--- src/rtl/seg7_digit_decoder.sv ---
// seg7_digit_decoder
//   Registered 4-bit digit code to 7-segment decoder for one clock-display digit.
//   It sits between the time-keeping counters and the display multiplexer.
//   Segment lines CA..CG map to segments a..g. CA is the top segment and CG is the middle one.
//   The priority order is lamp_test, then blank, then the decode table.
//   Every output comes straight from a flop.
//   Optional build macro SEG7_HEX_EN: codes 10..15 show the hex glyphs A b C d E F.
//   When SEG7_HEX_EN is undefined, codes 10..15 blank the digit.
//   ACTIVE_LOW=1 suits common-anode boards, where a lit segment drives 0.

module seg7_digit_decoder #(
   parameter bit ACTIVE_LOW = 1'b1
) (
   input  logic       clk,
   input  logic       rst,
   input  logic       en,
   input  logic       blank,
   input  logic       lamp_test,
   input  logic [3:0] in,
   output logic       CA,
   output logic       CB,
   output logic       CC,
   output logic       CD,
   output logic       CE,
   output logic       CF,
   output logic       CG
);

   // Segment vectors are ordered {a,b,c,d,e,f,g}. A 1 in w_lit means the segment is lit.
   localparam logic [6:0] SEG_OFF = 7'b000_0000;
   localparam logic [6:0] SEG_ALL = 7'b111_1111;

   logic [6:0] w_lit;
   logic [6:0] w_sel;
   logic [6:0] w_drive;
   logic [6:0] r_seg;

   // Decode the digit code into a lit-segment pattern. This pattern is independent of polarity.
   always_comb begin
      w_lit = SEG_OFF;
      case (in)
         4'd0:    w_lit = 7'b111_1110;
         4'd1:    w_lit = 7'b011_0000;
         4'd2:    w_lit = 7'b110_1101;
         4'd3:    w_lit = 7'b111_1001;
         4'd4:    w_lit = 7'b011_0011;
         4'd5:    w_lit = 7'b101_1011;
         4'd6:    w_lit = 7'b101_1111;
         4'd7:    w_lit = 7'b111_0000;
         4'd8:    w_lit = 7'b111_1111;
         4'd9:    w_lit = 7'b111_1011;
`ifdef SEG7_HEX_EN
         4'd10:   w_lit = 7'b111_0111;
         4'd11:   w_lit = 7'b001_1111;
         4'd12:   w_lit = 7'b100_1110;
         4'd13:   w_lit = 7'b011_1101;
         4'd14:   w_lit = 7'b100_1111;
         4'd15:   w_lit = 7'b100_0111;
`endif
         default: w_lit = SEG_OFF;
      endcase
   end

   // Apply the override priority: lamp test first, then blanking, then the decoded glyph.
   always_comb begin
      w_sel = w_lit;
      if (lamp_test)
         w_sel = SEG_ALL;
      else if (blank)
         w_sel = SEG_OFF;
   end

   // Convert the lit pattern to board polarity before the flops, so the outputs carry no logic.
   assign w_drive = w_sel ^ {7{ACTIVE_LOW}};

   // Segment register. Reset turns every segment off at once. en=0 holds the last value.
   always_ff @(posedge clk or posedge rst) begin
      if (rst)
         r_seg <= {7{ACTIVE_LOW}};
      else if (en)
         r_seg <= w_drive;
   end

   assign {CA, CB, CC, CD, CE, CF, CG} = r_seg;

endmodule

--- config.mk ---
export PLATFORM = sky130hd
export DESIGN_NAME = seg7_digit_decoder
export DESIGN_NICKNAME = d
export VERILOG_FILES = /design/src/rtl/seg7_digit_decoder.sv
export SDC_FILE = /design/constraint.sdc
export NUM_CORES = 1
export LEC_CHECK = 0
export CAP_MARGIN = 20
export CORE_AREA = 2 2 39 41
export CTS_CLUSTER_SIZE = 40
export DETAILED_ROUTE_END_ITERATION = 16
export DIE_AREA = 0 0 41 43
export GPL_TIMING_DRIVEN = 1
export PLACE_DENSITY = 0.78
export SLEW_MARGIN = 15
export SYNTH_ARGS = -nofsm -noshare
export SYNTH_HDL_FRONTEND = slang
export SYNTH_SLANG_ARGS = --single-unit
--- constraint.sdc ---
create_clock -name clk -period 1.15 [get_ports clk]
set_clock_uncertainty 0.2 [all_clocks]
set_input_delay 0.1725 -clock clk [delete_from_list [all_inputs] [get_ports clk]]
set_output_delay 0.1725 -clock clk [all_outputs]
set_load 0.005 [all_outputs]
==> results of run 1 <==
worst min path at each step:
stage | from | to | slack [ns] | cells past startpoint
final | lamp_test | r_seg[4]$_DFFE_PP1P_ | 0.06 | 3
after global routing | lamp_test | r_seg[4]$_DFFE_PP1P_ | 0.08 | 3
after CTS | rst | r_seg[6]$_DFFE_PP1P_ | 0.21 | 2
after detailed placement | r_seg[2]$_DFFE_PP1P_ | r_seg[2]$_DFFE_PP1P_ | 0.27 | 2
after global placement | r_seg[5]$_DFFE_PP1P_ | r_seg[5]$_DFFE_PP1P_ | 0.27 | 2
after floorplan | rst | r_seg[0]$_DFFE_PP1P_ | -0.007 | 1
metal layers:
| metal | vias up | GRT usage, % | part of all wire (%) | wire [microns] |
|---|---|---|---|---|
| met3 | 2 | 1.57 | 3.8 | 41 |
| met5 | - | 0 | 0 | 0 |
| li1 | 229 | - | - | - |
| met4 | 0 | 8.00 | 1.7 | 18 |
| met2 | 12 | 25.6 | 55 | 596 |
| met1 | 218 | 16.0 | 39 | 420 |
final cells by class:
class	instances	area (sq um)	area share [%]
multi-input cells	33	308	39.2
repair buffers	21	198	25.2
flip-flops and latches	7	184	23.4
inverters	13	48.8	6.22
clock buffers	4	26.3	3.35
well taps	16	20.0	2.55
through the flow:
| step | instance area [sq um] | power (uW) |
|---|---|---|
| global route | 785 | 814 |
| floorplan | 510 | 406 |
| CTS | 722 | 729 |
| finish | 785 | 769 |
| detailed placement | 721 | 533 |
| global placement | 721 | 527 |
kinds of logic after synthesis:
| kind of cell | count (synthesis) | synth area share (%) |
|---|---|---|
| buffers and inverters | 14 | 10.8 |
| AO/OA/AOI/OAI | 17 | 23.9 |
| adder cells (fa/ha/maj) | 5 | 12.6 |
| AND/OR/NAND/NOR | 11 | 15.8 |
| flip-flops | 7 | 36.9 |
cell usage after synthesis (all sizes together):
cell,instances,area [sq um]
inv,13,48.8
o21ai,3,18.8
nand2,1,3.75
nand2b,7,53.8
ha,5,62.6
or2,1,6.26
o22ai,2,12.5
o221ai,4,35.0
a211oi,1,7.51
o32ai,1,8.76
a21oi,5,28.8
buf,1,5.00
a21o,1,7.51
and2b,1,10.0
nor3,1,5.00
dfstp,7,184
where the power goes:
part / switching (uW) / leakage, uW / total, uW / internal (uW)
Combinational: 100 / 0.000288 / 231 / 130
Clock: 91.6 / 0.0000150 / 224 / 132
Sequential: 18.4 / 0.0000734 / 315 / 296
Total: 210 / 0.000376 / 769 / 559
what timing repair did:
action / 4_1_cts / 5_1_grt
endpoints found under the setup margin: 14 / 12
gates resized for setup: 36 / 16
setup buffers: 0 / 0
pin swaps: 4 / 6
==> summary.md, run 1 <==
| Metric | Value |
|---|---|
| H-tree Lvls | `1` |
| Routed vias/inst | `4.90` |
| Fin cells | `94` |
| Clock root buffer | `clkbuf_4` |
| Max stage delay cell, worst path | `dfstp_2` |
| Vias in the first global route | `about 450` |
| Cell family with most CP delay | `flip-flops` |
| Reg clk slew, reported paths | `around 0.050 ns` |
| Pre-antenna DRT Iters | `9` |
| Post-DR wirelength/cell | `roughly 11 microns` |
| DP HPWL | `829 microns` |
| Req. time, crit path | `between 0.7 and 0.8 ns` |
| RSZ-0062 raised after global routing | `true` |
| Biggest registers after layout | `r_seg: 7 flops` |
| Slew margin rel. | `81.7%` |
| I/O Buffers | `15` |
| Worst setup margin | `-0.104 ns` |
| Mapped Cells | `54` |
| PD cells | `between 900 and 1000 nW/um^2` |
| Worst Tran Pin Value | `between 0.2 and 0.3 ns` |
| Yosys warnings | `0` |
| Hold crit path type | `input pin to flip-flop` |
| Worst R2R Start | `r_seg[3]$_DFFE_PP1P_` |
| Max reg flops | `7` |
| Minimum clock period after layout | `between 1 and 1.5 ns` |
| Via count | `461` |
| Fill count | `approximately 130` |
| Core Util, Final | `between 50% and 60%` |
| Initial antenna violation count | `0` |
| Post-cts hold buffer count | `0` |
| Worst-Skew Late Latency | `0.25 ns` |
| # diodes | `0` |
| Core area | `about 1400 sq um` |
| Io pins | `16` |
| Final period utilization | `109%` |
| Global-route usage over all layers | `14.7%` |
| Failing checks | `design-rule violations, negative setup slack` |
| VDD IR max | `about 340 uV` |
| Worst EP arrival | `just under 0.9 ns` |
| Commonest non-fill, non-tap cell in the layout | `inv_1` |
| Crit path to | `CF` |
| Crit path max fanout | `2` |
| # DRC | `1` |
| Biggest register | `r_seg` |
| Synth Cell Area | `between 400 and 500 sq um` |
| DRT iter0 DRCs | `2` |
| Die ar. | `between 1500 and 2000 sq um` |
| R2R Path End | `r_seg[3]$_DFFE_PP1P_` |
| Lkg Pwr | `between 0.0003 and 0.0004 uW` |
| Core Rows | `14` |
| Syn_area_per_cell | `between 9 and 10 sq um` |
| FMAX | `between 700 and 800 MHz` |
| Die Width | `a little over 40 microns` |
| Crit Path Class | `flip-flop to output pin` |
| Setup_tns | `-0.675 ns` |
| Post-DRT Antenna Nets | `0` |
| Setup slack at placement | `-0.537 ns` |
| Final net count | `93` |
| Largest net degree at the start of global routing | `10` |
| Max clock buf depth | `2` |
| Status | `finished with violations` |
| Grt ovf | `0` |
| Final setup viols | `7` |
| Gpl congestion | `0.798` |
| Initial core utilization | `between 30% and 40%` |
| # placed instances | `90` |
| WHS | `a little over 0.06 ns` |
| Sequential element share of the synthesized area | `a little under two fifths` |
| Synth unique cells | `19` |
| CP Cell Sequence | `buf_6` |
| Cts bufs inserted | `3` |
| Final Hold Vio Count | `0` |
| R2R Setup Slk | `0.10 ns` |
| CTS Sinks | `7` |
| Worst setup SP type | `flip-flop` |
| Max-cap violations | `0` |
| WP buf/inv | `1` |
| Chip height | `between 40 and 50 microns` |
| Synthesized flop and latch total | `7` |
| Layout cells sized above 1 | `51.3%` |
| Crit path largest cell delay | `between 0.5 and 0.6 ns` |
| CTS tree | `yes` |
| Total nets after synthesis | `about 70` |
| Total wire length | `between 1000 and 1500 microns` |
| First-pass GRT wire length | `around 1800 microns` |
| Crit end category | `output pin` |
| Final slew viol count | `0` |
| CP Depth | `1` |
| FF-to-FF path depth | `2` |
| Most frequent cells in the layout | `inv_1 (11), dfstp_2 (7), buf_6 (6), buf_4 (6)` |
| Syn-to-layout area delta | `57.5%` |
| Worst Setup SP | `r_seg[1]$_DFFE_PP1P_` |
Note: power is estimated with default switching activity, not from simulation.
==> inputs of run 2 (changes only) <==
- SKIP_CTS_REPAIR_TIMING: unset -> 1
==> run 2 against run 1 <==
- the flow finishes with violations (negative setup slack)
- setup slack is essentially flat
- utilization down 1.9 points
- hold slack hardly changed
- first-iteration DRC count unchanged
- cell area is 3.3% lower
- maximum frequency hardly changed
- largest cell class unchanged
- highest routed layer unchanged
==> summary.md, run 2 (synthesis gave the netlist of run 1 again) <==
| Metric | Value |
|---|---|
| Worst Tran Pin Value | `0.265 ns (-0.0101 ns)` |
| Grt ovf | `0 (unchanged)` |
| First-pass GRT wire length | `1820 microns (-0.38%)` |
| Max-cap violations | `0 (unchanged)` |
| Final period utilization | `109% (about the same)` |
| Hold crit path type | `input pin to flip-flop` |
| Fin cells | `94 (unchanged)` |
| Post-DP Area | `721 sq um (unchanged)` |
| Worst EP arrival | `0.88 ns (about the same)` |
| Biggest registers after layout | `r_seg: 7 flops` |
| VDD IR max | `338 uV (-0.90%)` |
| Max stage delay cell, worst path | `dfstp_2` |
| Cell family with most CP delay | `flip-flops` |
| Core Rows | `14 (unchanged)` |
| # DRC | `0 (-1)` |
| CTS tree | `yes` |
| Hold EP | `r_seg[4]$_DFFE_PP1P_` |
| Crit path max fanout | `2 (unchanged)` |
| Syn-to-layout area delta | `52.3%` |
| # placed instances | `90 (unchanged)` |
| Initial core utilization | `36.0% (unchanged)` |
| Max reg flops | `7 (unchanged)` |
| Core Util, Final | `54.8% (-1.9 points)` |
| FMAX | `798 MHz (about the same)` |
| Io pins | `16 (unchanged)` |
| Crit end category | `output pin` |
| Total wire length | `1000 microns (-6.9%)` |
| Chip height | `43 microns (unchanged)` |
| WHS | `0.0626 ns (+0.000484 ns)` |
| Slew margin rel. | `82.3% (+0.65 points)` |
| # diodes | `0 (unchanged)` |
| Via count | `456 (-1.1%)` |
| Initial antenna violation count | `0 (unchanged)` |
| FF-to-FF path depth | `2 (unchanged)` |
| RSZ-0062 raised after global routing | `true` |
| Minimum clock period after layout | `1.25 ns (-0.000263 ns)` |
| Clock root buffer | `clkbuf_4` |
| Final setup viols | `7 (unchanged)` |
| Crit Path Class | `flip-flop to output pin` |
| Core area | `1380 sq um (unchanged)` |
| Global-route usage over all layers | `14.9% (+0.20 points)` |
| Status | `finished with violations` |
| CP Cell Sequence | `clkbuf_2` |
| Gpl congestion | `0.798 (unchanged)` |
| R2R Path End | `r_seg[1]$_DFFE_PP1P_` |
| Crit path largest cell delay | `0.53 ns (about the same)` |
| Die ar. | `1760 sq um (unchanged)` |
| H-tree Lvls | `1 (unchanged)` |
| Layout cells sized above 1 | `44.9% (-6.4 points)` |
| Post-DRT Antenna Nets | `0 (unchanged)` |
| Die Width | `41 microns (unchanged)` |
| Setup slack at placement | `-0.537 ns (unchanged)` |
| Req. time, crit path | `0.78 ns (about the same)` |
| Reg clk slew, reported paths | `0.05 ns (about the same)` |
| Final Hold Vio Count | `0 (unchanged)` |
| Post-DR wirelength/cell | `10.7 microns (-6.9%)` |
| DRT iter0 DRCs | `2 (unchanged)` |
| Worst-Skew Late Latency | `0.25 ns (about the same)` |
| HP Start | `lamp_test` |
| I/O Buffers | `15 (unchanged)` |
| Final net count | `93 (unchanged)` |
| Fill count | `138 (+7.8%)` |
| Lkg Pwr | `0.000392 uW (+4.3%)` |
| Routed vias/inst | `4.85 (-1.1%)` |
| Worst R2R Start | `r_seg[1]$_DFFE_PP1P_` |
| Worst setup SP type | `flip-flop` |
| Final Cell Area | `758 sq um (-3.3%)` |
| R2R Setup Slk | `0.09 ns (about the same)` |
| Final slew viol count | `0 (unchanged)` |
| PD cells | `979 nW/um^2 (-0.13%)` |
| Vias in the first global route | `453 (-0.22%)` |
| Max clock buf depth | `2 (unchanged)` |
| Pre-antenna DRT Iters | `2 (-7)` |
| Failing checks | `negative setup slack` |
| Worst setup margin | `-0.104 ns (+0.000263 ns)` |
| Hold Path Stages | `3 (unchanged)` |
| Commonest non-fill, non-tap cell in the layout | `inv_1` |
| Biggest register | `r_seg` |
| WP buf/inv | `1 (unchanged)` |
| Most frequent cells in the layout | `inv_1 (11), dfstp_2 (7), dlymetal6s2s_1 (6), buf_4 (6)` |
| DP HPWL | `829 microns (unchanged)` |
| Cts bufs inserted | `3 (unchanged)` |
| Largest net degree at the start of global routing | `10 (unchanged)` |
| CTS Sinks | `7 (unchanged)` |
==> run 2: cell types whose count changed in the layout (fill, tap and decap cells not counted), sizes merged <==
cell,previous run,this run
buf,13,10
dlymetal6s2s,3,6
clkbuf,5,7
dlygate4sd2,2,0
clkdlybuf4s15,1,0
clkdlybuf4s50,1,2
==> run 2: through the flow <==
stage,setup TNS (ns),total power [uW]
CTS,-4.79,755
global placement,-4.51,527
finish,-0.679,743
floorplan,0,406
detailed placement,-4.67,533
global route,-0.852,791
==> run 2: metal layers <==
| metal | share of wire (%) | vias to the layer above | wire [microns] | track usage (%) |
|---|---|---|---|---|
| li1 | - | 229 | - | - |
| met1 | 38 | 208 | 382 | 16.0 |
| met2 | 54 | 14 | 541 | 25.3 |
| met3 | 4.7 | 5 | 47 | 1.57 |
| met4 | 3.2 | 0 | 32 | 10.0 |
| met5 | 0 | - | 0 | 0 |
==> run 2: layout make-up <==
| type | count | area (sq um) | share of cell area, % |
|---|---|---|---|
| clock buffers | 4 | 26.3 | 3.47 |
| repair buffers | 21 | 200 | 26.4 |
| inverters | 13 | 48.8 | 6.44 |
| multi-input cells | 33 | 279 | 36.8 |
| flip-flops and latches | 7 | 184 | 24.3 |
| well taps | 16 | 20.0 | 2.64 |
==> run 2: worst max-delay path by stage <==
| stage | startpoint | slack, ns | cells after the start | end |
|---|---|---|---|---|
| after floorplan | in[1] | 0.03 | 5 | r_seg[5]$_DFFE_PP1P_ |
| after CTS | r_seg[1]$_DFFE_PP1P_ | -0.51 | 1 | CF |
| after global routing | r_seg[0]$_DFFE_PP1P_ | -0.13 | 1 | CG |
| final | r_seg[0]$_DFFE_PP1P_ | -0.10 | 1 | CG |
| after global placement | in[1] | -0.51 | 6 | r_seg[5]$_DFFE_PP1P_ |
| after detailed placement | in[1] | -0.54 | 6 | r_seg[5]$_DFFE_PP1P_ |
==> run 2: power breakdown <==
group | switching [uW] | total (uW) | leakage, uW | internal [uW]
sequential | 17.0 | 313 | 0.0000734 | 296
combinational | 89.2 | 207 | 0.000304 | 118
clock | 89.9 | 222 | 0.0000150 | 132
total | 196 | 743 | 0.000392 | 546
==> inputs of run 3 (changes only) <==
- clock period: 1.15 -> 1.3 ns (I/O delays scaled with it)
==> run 3 against run 2 <==
- the flow now finishes without violations
- hold slack improved by 0.14 ns
- sequential share of layout area is essentially flat
- register-to-register slack improved by 0.17 ns
- setup slack improved by 0.12 ns
- clock-buffer cell count unchanged
- critical path depth unchanged
- global-route usage rose by 0.71 points
- clock power fell by 9.9%
- non-clock buffer count up 1
- via count is 6.1% higher
- largest cell class unchanged
==> summary.md, run 3 (synthesis gave the netlist of run 1 again) <==
| Metric | Value |
|---|---|
| Status | `completed` |
| # DRC | `0 (unchanged)` |
| WP buf/inv | `1 (unchanged)` |
| Biggest registers after layout | `r_seg: 7 flops` |
| Clock root buffer | `clkbuf_4` |
| Pre-antenna DRT Iters | `4 (+2)` |
| Crit path largest cell delay | `0.53 ns (about the same)` |
| Die Width | `41 microns (unchanged)` |
| Cell family with most CP delay | `flip-flops` |
| Largest net degree at the start of global routing | `10 (unchanged)` |
| Final period utilization | `around 99%` |
| Final slew viol count | `0 (unchanged)` |
| Initial core utilization | `36.0% (unchanged)` |
| Biggest register | `r_seg` |
| DP HPWL | `862 microns (+4.0%)` |
| Max-cap violations | `0 (unchanged)` |
| Hold crit path type | `input pin to async pin` |
| Switching Share | `27.2% (+0.74 points)` |
| CP Cell Sequence | `clkbuf_2` |
| Syn-to-layout area delta | `52.5%` |
| Gpl congestion | `0.811 (+1.6%)` |
| Power, Total | `666 uW (-10%)` |
| Commonest non-fill, non-tap cell in the layout | `inv_1` |
| RSZ-0062 raised after global routing | `true` |
| DRT iter0 DRCs | `7 (+5)` |
| Worst-Skew Late Latency | `0.25 ns (about the same)` |
| Clock share of power | `30.0% (about the same)` |
| Via count | `484 (+6.1%)` |
| Crit Path Class | `flip-flop to output pin` |
| Core area | `1380 sq um (unchanged)` |
| Total wire length | `1150 microns (+15%)` |
| CTS Sinks | `7 (unchanged)` |
| Net Sw Power | `181 uW (-7.8%)` |
| Post-DRT Antenna Nets | `0 (unchanged)` |
| Max reg flops | `7 (unchanged)` |
| I/O Buffers | `15 (unchanged)` |
| Max clock buf depth | `2 (unchanged)` |
| Io pins | `16 (unchanged)` |
| Worst setup SP type | `flip-flop` |
| Setup_tns | `0 ns (+0.679 ns)` |
| WHS | `0.205 ns (+0.142 ns)` |
| Core Rows | `14 (unchanged)` |
| Reg clk slew, reported paths | `0.05 ns (about the same)` |
| Final net count | `94 (+1.1%)` |
| FMAX | `~800 MHz` |
| Final setup viols | `0 (-7)` |
| PD cells | `876 nW/um^2 (-10%)` |
| Final Hold Vio Count | `0 (unchanged)` |
| Crit end category | `output pin` |
| Chip height | `43 microns (unchanged)` |
| Max stage delay cell, worst path | `dfstp_2` |
| Combinational Power Share | `28.3% (+0.4 points)` |
| Global-route usage over all layers | `15.6% (+0.71 points)` |
| H-tree Lvls | `1 (unchanged)` |
| # diodes | `0 (unchanged)` |
| Worst EP arrival | `0.89 ns (about the same)` |
| Int Power | `485 uW (-11%)` |
| Layout cells sized above 1 | `46.8% (+2.0 points)` |
| VDD IR max | `296 uV (-12%)` |
| Fill count | `129 (-6.5%)` |
| Die ar. | `1760 sq um (unchanged)` |
| Most frequent cells in the layout | `inv_1 (11), buf_4 (7), dfstp_2 (7)` |
| Routed vias/inst | `5.09 (+5.0%)` |
| Crit path max fanout | `2 (unchanged)` |
| Sequential share of power | `41.6% (-0.6 points)` |
| Initial antenna violation count | `0 (unchanged)` |
| Worst Tran Pin Value | `0.304 ns (+0.0385 ns)` |
| Slew margin rel. | `79.7% (-2.6 points)` |
| Req. time, crit path | `0.90 ns (+0.12 ns)` |
| Grt ovf | `0 (unchanged)` |
| Minimum clock period after layout | `between 1 and 1.5 ns` |
| Lkg Pwr | `0.000375 uW (-4.4%)` |
| Vias in the first global route | `483 (+6.6%)` |
| Post-DR wirelength/cell | `12.1 microns (+14%)` |
| Cts bufs inserted | `3 (unchanged)` |
| First-pass GRT wire length | `1860 microns (+2.3%)` |
| CTS tree | `yes` |
[run 3: cell types whose count changed in the layout (fill, tap and decap cells not counted), sizes merged]
cell and change:
clkdlybuf4s50 +2, clkbuf +1, dlymetal6s2s -2
[run 3: final timing paths]
path / from / end / slack, ns / cells after the start
max: r_seg[5]$_DFFE_PP1P_ / CB / 0.02 / 1
min in group clk: in[2] / r_seg[0]$_DFFE_PP1P_ / 0.23 / 3
min reg2reg: r_seg[2]$_DFFE_PP1P_ / r_seg[2]$_DFFE_PP1P_ / 0.28 / 2
max reg2reg: r_seg[1]$_DFFE_PP1P_ / r_seg[1]$_DFFE_PP1P_ / 0.26 / 2
min: rst / r_seg[6]$_DFFE_PP1P_ / 0.21 / 2
max in group asynchronous: rst / r_seg[4]$_DFFE_PP1P_ / 0.67 / 2
[run 3: power by group through the flow]
| stage | registers (uW) | clock network, uW | logic [uW] |
|---|---|---|---|
| 6_report | 277 | 200 | 189 |
| 2_1_floorplan | 279 | 0 | 76.2 |
| 5_1_grt | 281 | 215 | 209 |
| 4_1_cts | 275 | 204 | 195 |
| 3_5_place_dp | 279 | 0 | 192 |
| 3_3_place_gp | 275 | 0 | 188 |
[run 3: final cells by class]
class                           count  area, sq um  share of cell area, %
Clock buffer                        4         26.3                   3.46
Sequential cell                     7          184                   24.2
Tap cell                           16         20.0                   2.64
Inverter                           13         48.8                   6.43
Timing Repair Buffer               22          196                   25.9
Multi-Input combinational cell     33          284                   37.4
[run 3: per-layer routing]
layer	GRT usage [%]	up-vias	part of all wire, %
met1	14.4	230	41
met5	0	-	0
met4	13.3	0	3.3
met3	2.09	5	4.4
met2	27.2	18	51
li1	-	231	-
[run 3: through the flow]
stage | instances | setup WS, ns | util (%) | cell area (sq um)
CTS | 95 | -0.391 | 53.6 | 742
finish | 95 | 0.0188 | 54.9 | 759
detailed placement | 91 | -0.451 | 51.7 | 716
floorplan | 54 | 0.0973 | - | 498
global route | 95 | -0.0106 | 54.9 | 759
global placement | 91 | -0.421 | 51.7 | 716
